<file path="config.mk">
export PLATFORM = sky130hd
export DESIGN_NAME = osd_tile_writer
export DESIGN_NICKNAME = d
export VERILOG_FILES = /design/src/rtl/osd_pkg.sv /design/src/rtl/osd_clear_seq.sv /design/src/rtl/osd_tile_writer.sv
export SDC_FILE = /design/constraint.sdc
export NUM_CORES = 1
export LEC_CHECK = 0
export CAP_MARGIN = 5
export CORE_MARGIN = 2
export CORE_UTILIZATION = 42
export DETAILED_ROUTE_END_ITERATION = 10
export HOLD_SLACK_MARGIN = 0.15
export PLACE_DENSITY = 0.83
export SLEW_MARGIN = 20
export SYNTH_ARGS = -nofsm -noshare
export SYNTH_HDL_FRONTEND = slang
export SYNTH_SLANG_ARGS = --single-unit
</file>
<file path="constraint.sdc">
create_clock -name clk_pixel -period 2.4 [get_ports clk_pixel]
set_input_delay 0.72 -clock clk_pixel [delete_from_list [all_inputs] [get_ports clk_pixel]]
set_output_delay 0.72 -clock clk_pixel [all_outputs]
set_load 0.005 [all_outputs]
</file>
<file path="src/rtl/osd_pkg.sv">
`default_nettype none
// ============================================================================
// osd_pkg : shared constants and FSM state type for the OSD tile writer
// Rev 1.0
// ============================================================================
package osd_pkg;

  localparam logic [7:0] OSD_PFX_TILE = 8'hFD;
  localparam logic [7:0] OSD_PFX_EN   = 8'hFE;
  localparam int         OSD_INV_BIT  = 16;

  typedef enum logic [0:0] {
    ST_IDLE  = 1'b0,
    ST_CLEAR = 1'b1
  } osd_state_e;

endpackage
`default_nettype wire

</file>
<file path="src/rtl/osd_clear_seq.sv">
`default_nettype none
// ============================================================================
// osd_clear_seq : clear-screen sweep index counter with last detect and done
// Rev 1.0
// ============================================================================
module osd_clear_seq #(
  parameter int N  = 1536,
  parameter int AW = 11
) (
  input  logic          clk_pixel,
  input  logic          rstn,
  input  logic          i_start,
  input  logic          i_advance,
  output logic [AW-1:0] o_index,
  output logic          o_last,
  output logic          o_done
);

  localparam logic [AW-1:0] c_last_idx = AW'(N - 1);

  logic [AW-1:0] r_index;
  logic          r_done;

  // Index holds whenever the port is taken by an SPI write.
  always_ff @(posedge clk_pixel or negedge rstn) begin
    if (!rstn) begin
      r_index <= '0;
      r_done  <= 1'b0;
    end else begin
      r_done <= i_advance && (r_index == c_last_idx);
      if (i_start) begin
        r_index <= '0;
      end else if (i_advance) begin
        r_index <= r_index + 1'b1;
      end
    end
  end

  assign o_index = r_index;
  assign o_last  = (r_index == c_last_idx);
  assign o_done  = r_done;

endmodule
`default_nettype wire

</file>
<file path="src/rtl/osd_tile_writer.sv">
`default_nettype none
// ============================================================================
// osd_tile_writer : arbitrates SPI, clear sweep and local writes onto one
//                   registered tile-map write port; owns the OSD enable bit
// Rev 1.0
// ============================================================================
module osd_tile_writer
  import osd_pkg::*;
#(
  parameter int         c_chars_x    = 64,
  parameter int         c_chars_y    = 24,
  parameter int         c_inverse    = 1,
  parameter bit         c_init_on    = 1'b1,
  parameter logic [7:0] c_clear_char = 8'h20,
  localparam int        N            = c_chars_x * c_chars_y,
  localparam int        AW           = $clog2(N),
  localparam int        DW           = 8 + c_inverse
) (
  input  logic          clk_pixel,
  input  logic          rstn,
  input  logic          i_spi_wr,
  input  logic [31:0]   i_spi_addr,
  input  logic [7:0]    i_spi_data,
  input  logic          i_clear,
  input  logic          i_req_valid,
  output logic          o_req_ready,
  input  logic [AW-1:0] i_req_addr,
  input  logic [DW-1:0] i_req_data,
  output logic          o_busy,
  output logic          o_clear_done,
  output logic          o_tile_we,
  output logic [AW-1:0] o_tile_addr,
  output logic [DW-1:0] o_tile_data,
  output logic          o_osd_en
);

  localparam logic [AW:0]   c_n          = (AW + 1)'(N);
  localparam logic [DW-1:0] c_clear_word = DW'(c_clear_char);

  osd_state_e    r_state;
  osd_state_e    w_state_next;
  logic          w_spi_tile;
  logic          w_spi_en;
  logic          w_sweep_issue;
  logic          w_req_ready;
  logic          w_req_fire;
  logic          w_seq_start;
  logic          w_seq_last;
  logic          w_seq_done;
  logic [AW-1:0] w_seq_index;
  logic [AW-1:0] w_spi_idx;
  logic [DW-1:0] w_spi_word;
  logic          w_spi_in_range;
  logic          w_req_in_range;
  logic          w_spi_addr_unused;

  logic          r_tile_we;
  logic [AW-1:0] r_tile_addr;
  logic [DW-1:0] r_tile_data;
  logic          r_osd_en;

  assign w_spi_idx      = i_spi_addr[AW-1:0];
  assign w_spi_tile     = i_spi_wr && (i_spi_addr[31:24] == OSD_PFX_TILE);
  assign w_spi_en       = i_spi_wr && (i_spi_addr[31:24] == OSD_PFX_EN);
  assign w_spi_in_range = ({1'b0, w_spi_idx} < c_n);
  assign w_req_in_range = ({1'b0, i_req_addr} < c_n);
  assign w_req_fire     = i_req_valid && w_req_ready;
  assign w_spi_addr_unused = ^i_spi_addr[23:AW];

  if (c_inverse != 0) begin : g_inverse
    assign w_spi_word = {i_spi_addr[OSD_INV_BIT], i_spi_data};
  end else begin : g_plain
    assign w_spi_word = i_spi_data;
  end

  always_ff @(posedge clk_pixel or negedge rstn) begin
    if (!rstn) begin
      r_state <= ST_IDLE;
    end else begin
      r_state <= w_state_next;
    end
  end

  // SPI always owns the port; the sweep and local requester only get idle cycles.
  always_comb begin
    w_state_next  = r_state;
    w_sweep_issue = 1'b0;
    w_req_ready   = 1'b0;
    w_seq_start   = 1'b0;
    case (r_state)
      ST_IDLE: begin
        w_req_ready = !i_clear && !w_spi_tile;
        if (i_clear) begin
          w_state_next = ST_CLEAR;
          w_seq_start  = 1'b1;
        end
      end
      ST_CLEAR: begin
        w_sweep_issue = !w_spi_tile;
        if (w_sweep_issue && w_seq_last) begin
          w_state_next = ST_IDLE;
        end
      end
      default: w_state_next = ST_IDLE;
    endcase
  end

  osd_clear_seq #(
    .N  (N),
    .AW (AW)
  ) u_clear_seq (
    .clk_pixel (clk_pixel),
    .rstn      (rstn),
    .i_start   (w_seq_start),
    .i_advance (w_sweep_issue),
    .o_index   (w_seq_index),
    .o_last    (w_seq_last),
    .o_done    (w_seq_done)
  );

  // Out-of-range indices still complete their transfer but never strobe the RAM.
  always_ff @(posedge clk_pixel or negedge rstn) begin
    if (!rstn) begin
      r_tile_we   <= 1'b0;
      r_tile_addr <= '0;
      r_tile_data <= '0;
      r_osd_en    <= c_init_on;
    end else begin
      r_tile_we <= 1'b0;
      if (w_spi_tile) begin
        r_tile_we   <= w_spi_in_range;
        r_tile_addr <= w_spi_idx;
        r_tile_data <= w_spi_word;
      end else if (w_sweep_issue) begin
        r_tile_we   <= 1'b1;
        r_tile_addr <= w_seq_index;
        r_tile_data <= c_clear_word;
      end else if (w_req_fire) begin
        r_tile_we   <= w_req_in_range;
        r_tile_addr <= i_req_addr;
        r_tile_data <= i_req_data;
      end
      if (w_spi_en) begin
        r_osd_en <= i_spi_data[0];
      end
    end
  end

  assign o_req_ready  = w_req_ready;
  assign o_busy       = (r_state == ST_CLEAR);
  assign o_clear_done = w_seq_done;
  assign o_tile_we    = r_tile_we;
  assign o_tile_addr  = r_tile_addr;
  assign o_tile_data  = r_tile_data;
  assign o_osd_en     = r_osd_en;

endmodule
`default_nettype wire

</file>
## Yosys cells after proc, flatten, opt, wreduce, memory -nomap -nowiden

Index checks and enable logic that the tools add are counted.

| word-level totals | value |
|---|---|
| register bits after elaboration | 35 |
| output and inout bits | 25 |
| input bits | 65 |

| operators by class | value |
|---|---|
| order comparisons | 2 |
| mux-type cells | 17 |
| equal/unequal tests | 3 |
| add/subtract/negate cells | 1 |
| reductions and logical operators | 10 |
| bitwise gates (word level) | 1 |

Operators with widths:

| cell | count |
|---|---|
| 2-to-1 mux 11 bit | 5 |
| 2-to-1 mux 9 bit | 3 |
| less-than comparator 11 bit (second input constant) | 2 |
| equality test 8 bit (second input constant) | 2 |
| adder 11 x 1 -> 11 bit (second input constant) | 1 |
| equality test 11 bit (second input constant) | 1 |
| 2-to-1 mux 1 bit | 8 |
| logical AND 1 bit | 6 |
| nonzero test 3 bit | 1 |
| zero test 1 bit | 2 |
| case mux 1 bit (2 select lines) | 1 |
| nonzero test 2 bit | 1 |
| NOT 1 bit | 1 |

## Logic depth before layout (Yosys ltp)

| depth | value |
|---|---|
| depth after elaboration | 9 |
| mapped depth | 6 |
| gate-level depth less buffers | 5 |

## Cells and area by module

Synthesis repeated with hierarchy kept, for this count alone.

| second synthesis, totals | value |
|---|---|
| cell total of the unflattened synthesis | 198 |
| area, all modules | 2104.5 um2 |

By module, submodules not included:

| module | seq. area each (um2) | instances | area an instance (um2) | cells each |
|---|---|---|---|---|
| osd_tile_writer | 576.8 | 1 | 1500.2 | 139 |
| osd_clear_seq | 300.3 | 1 | 604.3 | 59 |

## Worst setup path before layout

OpenSTA, ideal clock, no wires.

| timing | value |
|---|---|
| path kind | input to output |
| start | input i_spi_wr |
| end | output o_req_ready |
| slack | 0.171 ns |
| path buffers | 2 |
| stages | 5 |
| arrival time | 1.509 ns |
| path through | nand4_2 -> nor3_4 -> buf_6 -> buf_6 -> nor3_1 |

| between the ends | value |
|---|---|
| longest elaborated chain between the ends | 4 |

RTL lines:

| item | line | RTL |
|---|---|---|
| start: declaration | osd_tile_writer.sv:21 | `input logic i_spi_wr,` |
| logical AND 1 bit | osd_tile_writer.sv:63 | `assign w_spi_tile = i_spi_wr && (i_spi_addr[31:24] == OSD_PFX_TILE);` |
| zero test 1 bit | osd_tile_writer.sv:92 | `w_req_ready = !i_clear && !w_spi_tile;` |
| logical AND 1 bit | osd_tile_writer.sv:92 |  |
| 2-to-1 mux 1 bit | osd_tile_writer.sv:90 | `case (r_state)` |
| end: declaration | osd_tile_writer.sv:26 | `output logic o_req_ready,` |

Every way passes these cells.

## Worst setup path after layout

| timing | value |
|---|---|
| start | input i_spi_addr[25] |
| end | output o_req_ready |

| between the ends | value |
|---|---|
| longest elaborated chain between the ends | 5 |

RTL lines:

| item | line | RTL |
|---|---|---|
| start: declaration | osd_tile_writer.sv:22 | `input logic [31:0] i_spi_addr,` |
| equality test 8 bit | osd_tile_writer.sv:63 |  |
| logical AND 1 bit | osd_tile_writer.sv:63 |  |
| zero test 1 bit | osd_tile_writer.sv:92 |  |
| logical AND 1 bit | osd_tile_writer.sv:92 |  |
| 2-to-1 mux 1 bit | osd_tile_writer.sv:90 |  |

Every way passes these cells.

==> out/metrics.cfg <==
[synth]
synth_warnings = 0
synthCells = 215
synth_edf_count = 0
syn_area_um2 = 2000
yosys.cell_types.count = 43
synth.avg_cell_area_um2 = 9.32
ys_seq_area_share_pct = 43.8
synth_flop_cell = dfrtp_1
synth-seq-cells = 35
synth_nets = 281
synthArstFlopShare_pct = 100

[critical_path]
start_kind = primary input
cp-end-kind = output port
crit_path_max_fanout = 2
crit_type = in -> out
required_ns = 1.68
crit_arrival_ns = 1.53

[floorplanning]
die-height_um = 73.1
pin_count = 90
die_area_um2 = 5340
start_util_pct = 43.0
coreArea_um2 = 4660
die_width_um = 73.1
fp-row-count = 25

[placement]
numPortBuffers = 77
dpl.hpwl_mm = 3.45
gp_congestion = 0.763
dp.cells = 339

[pwr]
p_sw_mw = 0.523
power.total_mw = 1.76
p_comb_share_pct = 28.6
internal_power_mw = 1.24
max-vdd-ir-drop_mv = 0.313
p_per_area_nw_per_um2 = 611
pwr-share-seq_pct = 47.7
p_clk_share_pct = 23.8
p_sw_share_pct = 29.7
p_leak_nw = 1.19

[clock_tree]
cts-root-buf = clkbuf_8
insertion_delay_ns = 0.29
clkSlewWorstSetupHoldPaths_ns = 0.07
htree_num_levels = 2
cts-buffers-inserted = 5
clock-sinks = 35
holdBufCountCts = 0
cts_tree = done
clockBufferDepth = 2

[global_routing]
grt_pass1_wl_mm = 8.18
grt_pass1_vias = 1860
antenna_found_initial = 0
grt_max_degree = 51
globalRoute.totalOverflow = 0
track_usage_pct = 19.5

[timing]
fin_worst_skew_ns = 0.00447
rsz0062_at_grt = false
fmax_mhz = 444
period_needed_ns = 2.25
slew_headroom_pct = 46.6
maxSlewViolCount = 0
fin_crit_sh_pct = 93.8
worst_pin_slew_ns = 0.800
setup-violations-final = 0
hold_viol_final = 0
fin_tns_setup_ns = 0

[finish]
fin_nets = 360
mostFrequentLayoutCell = clkdlybuf4s50_1
finalCoreUtilization_pct = 61.8
diodes = 0
area_growth_pct = 43.8
multi_input_area_um2 = 1000
final_cell_mix = 66 x clkdlybuf4s50_1, 34 x dfrtp_1, 30 x nand2_1, 18 x o21ai_0, 16 x a21oi_1
filler_cell_count = 422
regArea_um2 = 877
final_layout_size_suffix_gt1_share_pct = 10.5
layout.cells.non_filler = 349

[routing]
drt_iter0_markers = 125
ant_nets = 0
firstDrtPassIters = 4
route.detailed.drc = 0
num_vias = 1856
via_per_inst = 5.32
routed_wl_mm = 4.94
wl_per_cell_um = 14.1

[flow_run]
cap_violations = 0

[status]
outcome = complete, no violations

[worst_hold_path]
holdCritPathClass = in -> async

-- flip-flops by register name, summed over array words and instances (netlist names) --
| register | flops |
|---|---|
| o_tile_data | 9 |
| o_osd_en | 1 |
| u_clear_seq.o_done | 1 |
| o_busy | 1 |
| u_clear_seq.o_index | 11 |
| o_tile_we | 1 |
| o_tile_addr | 11 |
-- cells by family after synthesis --
logic type | share of synthesized area, %
AO/OA/AOI/OAI | 18.9
adder cells (fa/ha/maj) | 0.625
buffers and inverters | 6.93
flip-flops | 43.8
multiplexers | 4.56
AND/OR/NAND/NOR | 25.2
-- synth_stat cells, types with 4 or more instances --
library cell / number / area [um2]
dfrtp_1: 34 / 851
nand4_1: 4 / 25.0
mux2i_1: 8 / 80.1
a211oi_1: 6 / 45.0
nor2b_1: 8 / 50.1
nand3_1: 4 / 20.0
nor2_1: 9 / 33.8
inv_1: 6 / 22.5
nand2_1: 30 / 113
a21oi_1: 16 / 80.1
o21ai_0: 18 / 90.1
buf_6: 4 / 45.0
o211ai_1: 6 / 45.0
nor3b_1: 8 / 60.1
buf_2: 6 / 30.0
o31ai_1: 8 / 60.1
-- power groups by stage --
stage               clock network [mW]  registers [mW]  logic [mW]
floorplan                            0           0.826       0.239
global route                     0.456           0.861       0.559
detailed placement                   0           0.844       0.509
CTS                              0.429           0.834       0.510
global placement                     0           0.838       0.494
finish                           0.419           0.839       0.503
-- worst max-delay path: stages --
cell and delay [ns]:
dlygate4sd2_1 0.24, nand2b_4 0.14, nor3_4 0.22, nor3_1 0.08, buf_2 0.13
-- through the flow --
step                hold slack (ns)  setup slack, ns  cell area [um2]
floorplan                     0.424            0.171             2000
global placement              0.526           -0.447             2790
detailed placement            0.545           -0.448             2790
CTS                           0.534            0.149             2880
global route                  0.568            0.111             2880
finish                        0.508            0.150             2880
-- worst paths after layout --
kind / start / to / slack, ns / cells past startpoint
worst max-delay path: i_spi_addr[25] / o_req_ready / 0.15 / 5
worst min-delay path: rstn / o_tile_addr[9]$_DFFE_PN0P_ / 0.51 / 1
worst max register to register: o_busy$_DFF_PN0_ / o_tile_addr[9]$_DFFE_PN0P_ / 0.76 / 4
worst min register to register: u_clear_seq.o_index[9]$_DFFE_PN0P_ / u_clear_seq.o_index[9]$_DFFE_PN0P_ / 0.54 / 1
max in group asynchronous: rstn / u_clear_seq.o_index[5]$_DFFE_PN0P_ / 1.37 / 1
min in group clk_pixel: u_clear_seq.o_index[9]$_DFFE_PN0P_ / u_clear_seq.o_index[9]$_DFFE_PN0P_ / 0.54 / 1
-- routing by layer --
layer / GRT usage [%] / wire length (um) / up-vias / share of wire (%)
met5: 0 / 0 / - / 0
met1: 25.4 / 2330 / 855 / 47
met3: 5.39 / 271 / 7 / 5.5
li1: - / - / 931 / -
met4: 4.94 / 57 / 0 / 1.2
met2: 32.1 / 2280 / 63 / 46
-- repair_timing --
| action | 4_1_cts | 5_1_grt |
|---|---|---|
| setup endpoints to repair | 1 | 0 |
| gates resized for setup | 15 | 0 |
| setup buffers | 2 | 0 |
-- layout make-up --
class / instances / share of cell area, %
inverter: 6 / 0.782
sequential: 35 / 30.5
clock buffer: 7 / 2.65
timing repair buffer: 88 / 28.9
clock inverter: 1 / 0.174
tap: 54 / 2.35
multi-input combinational: 158 / 34.7
(Power assumes the default switching activity.)
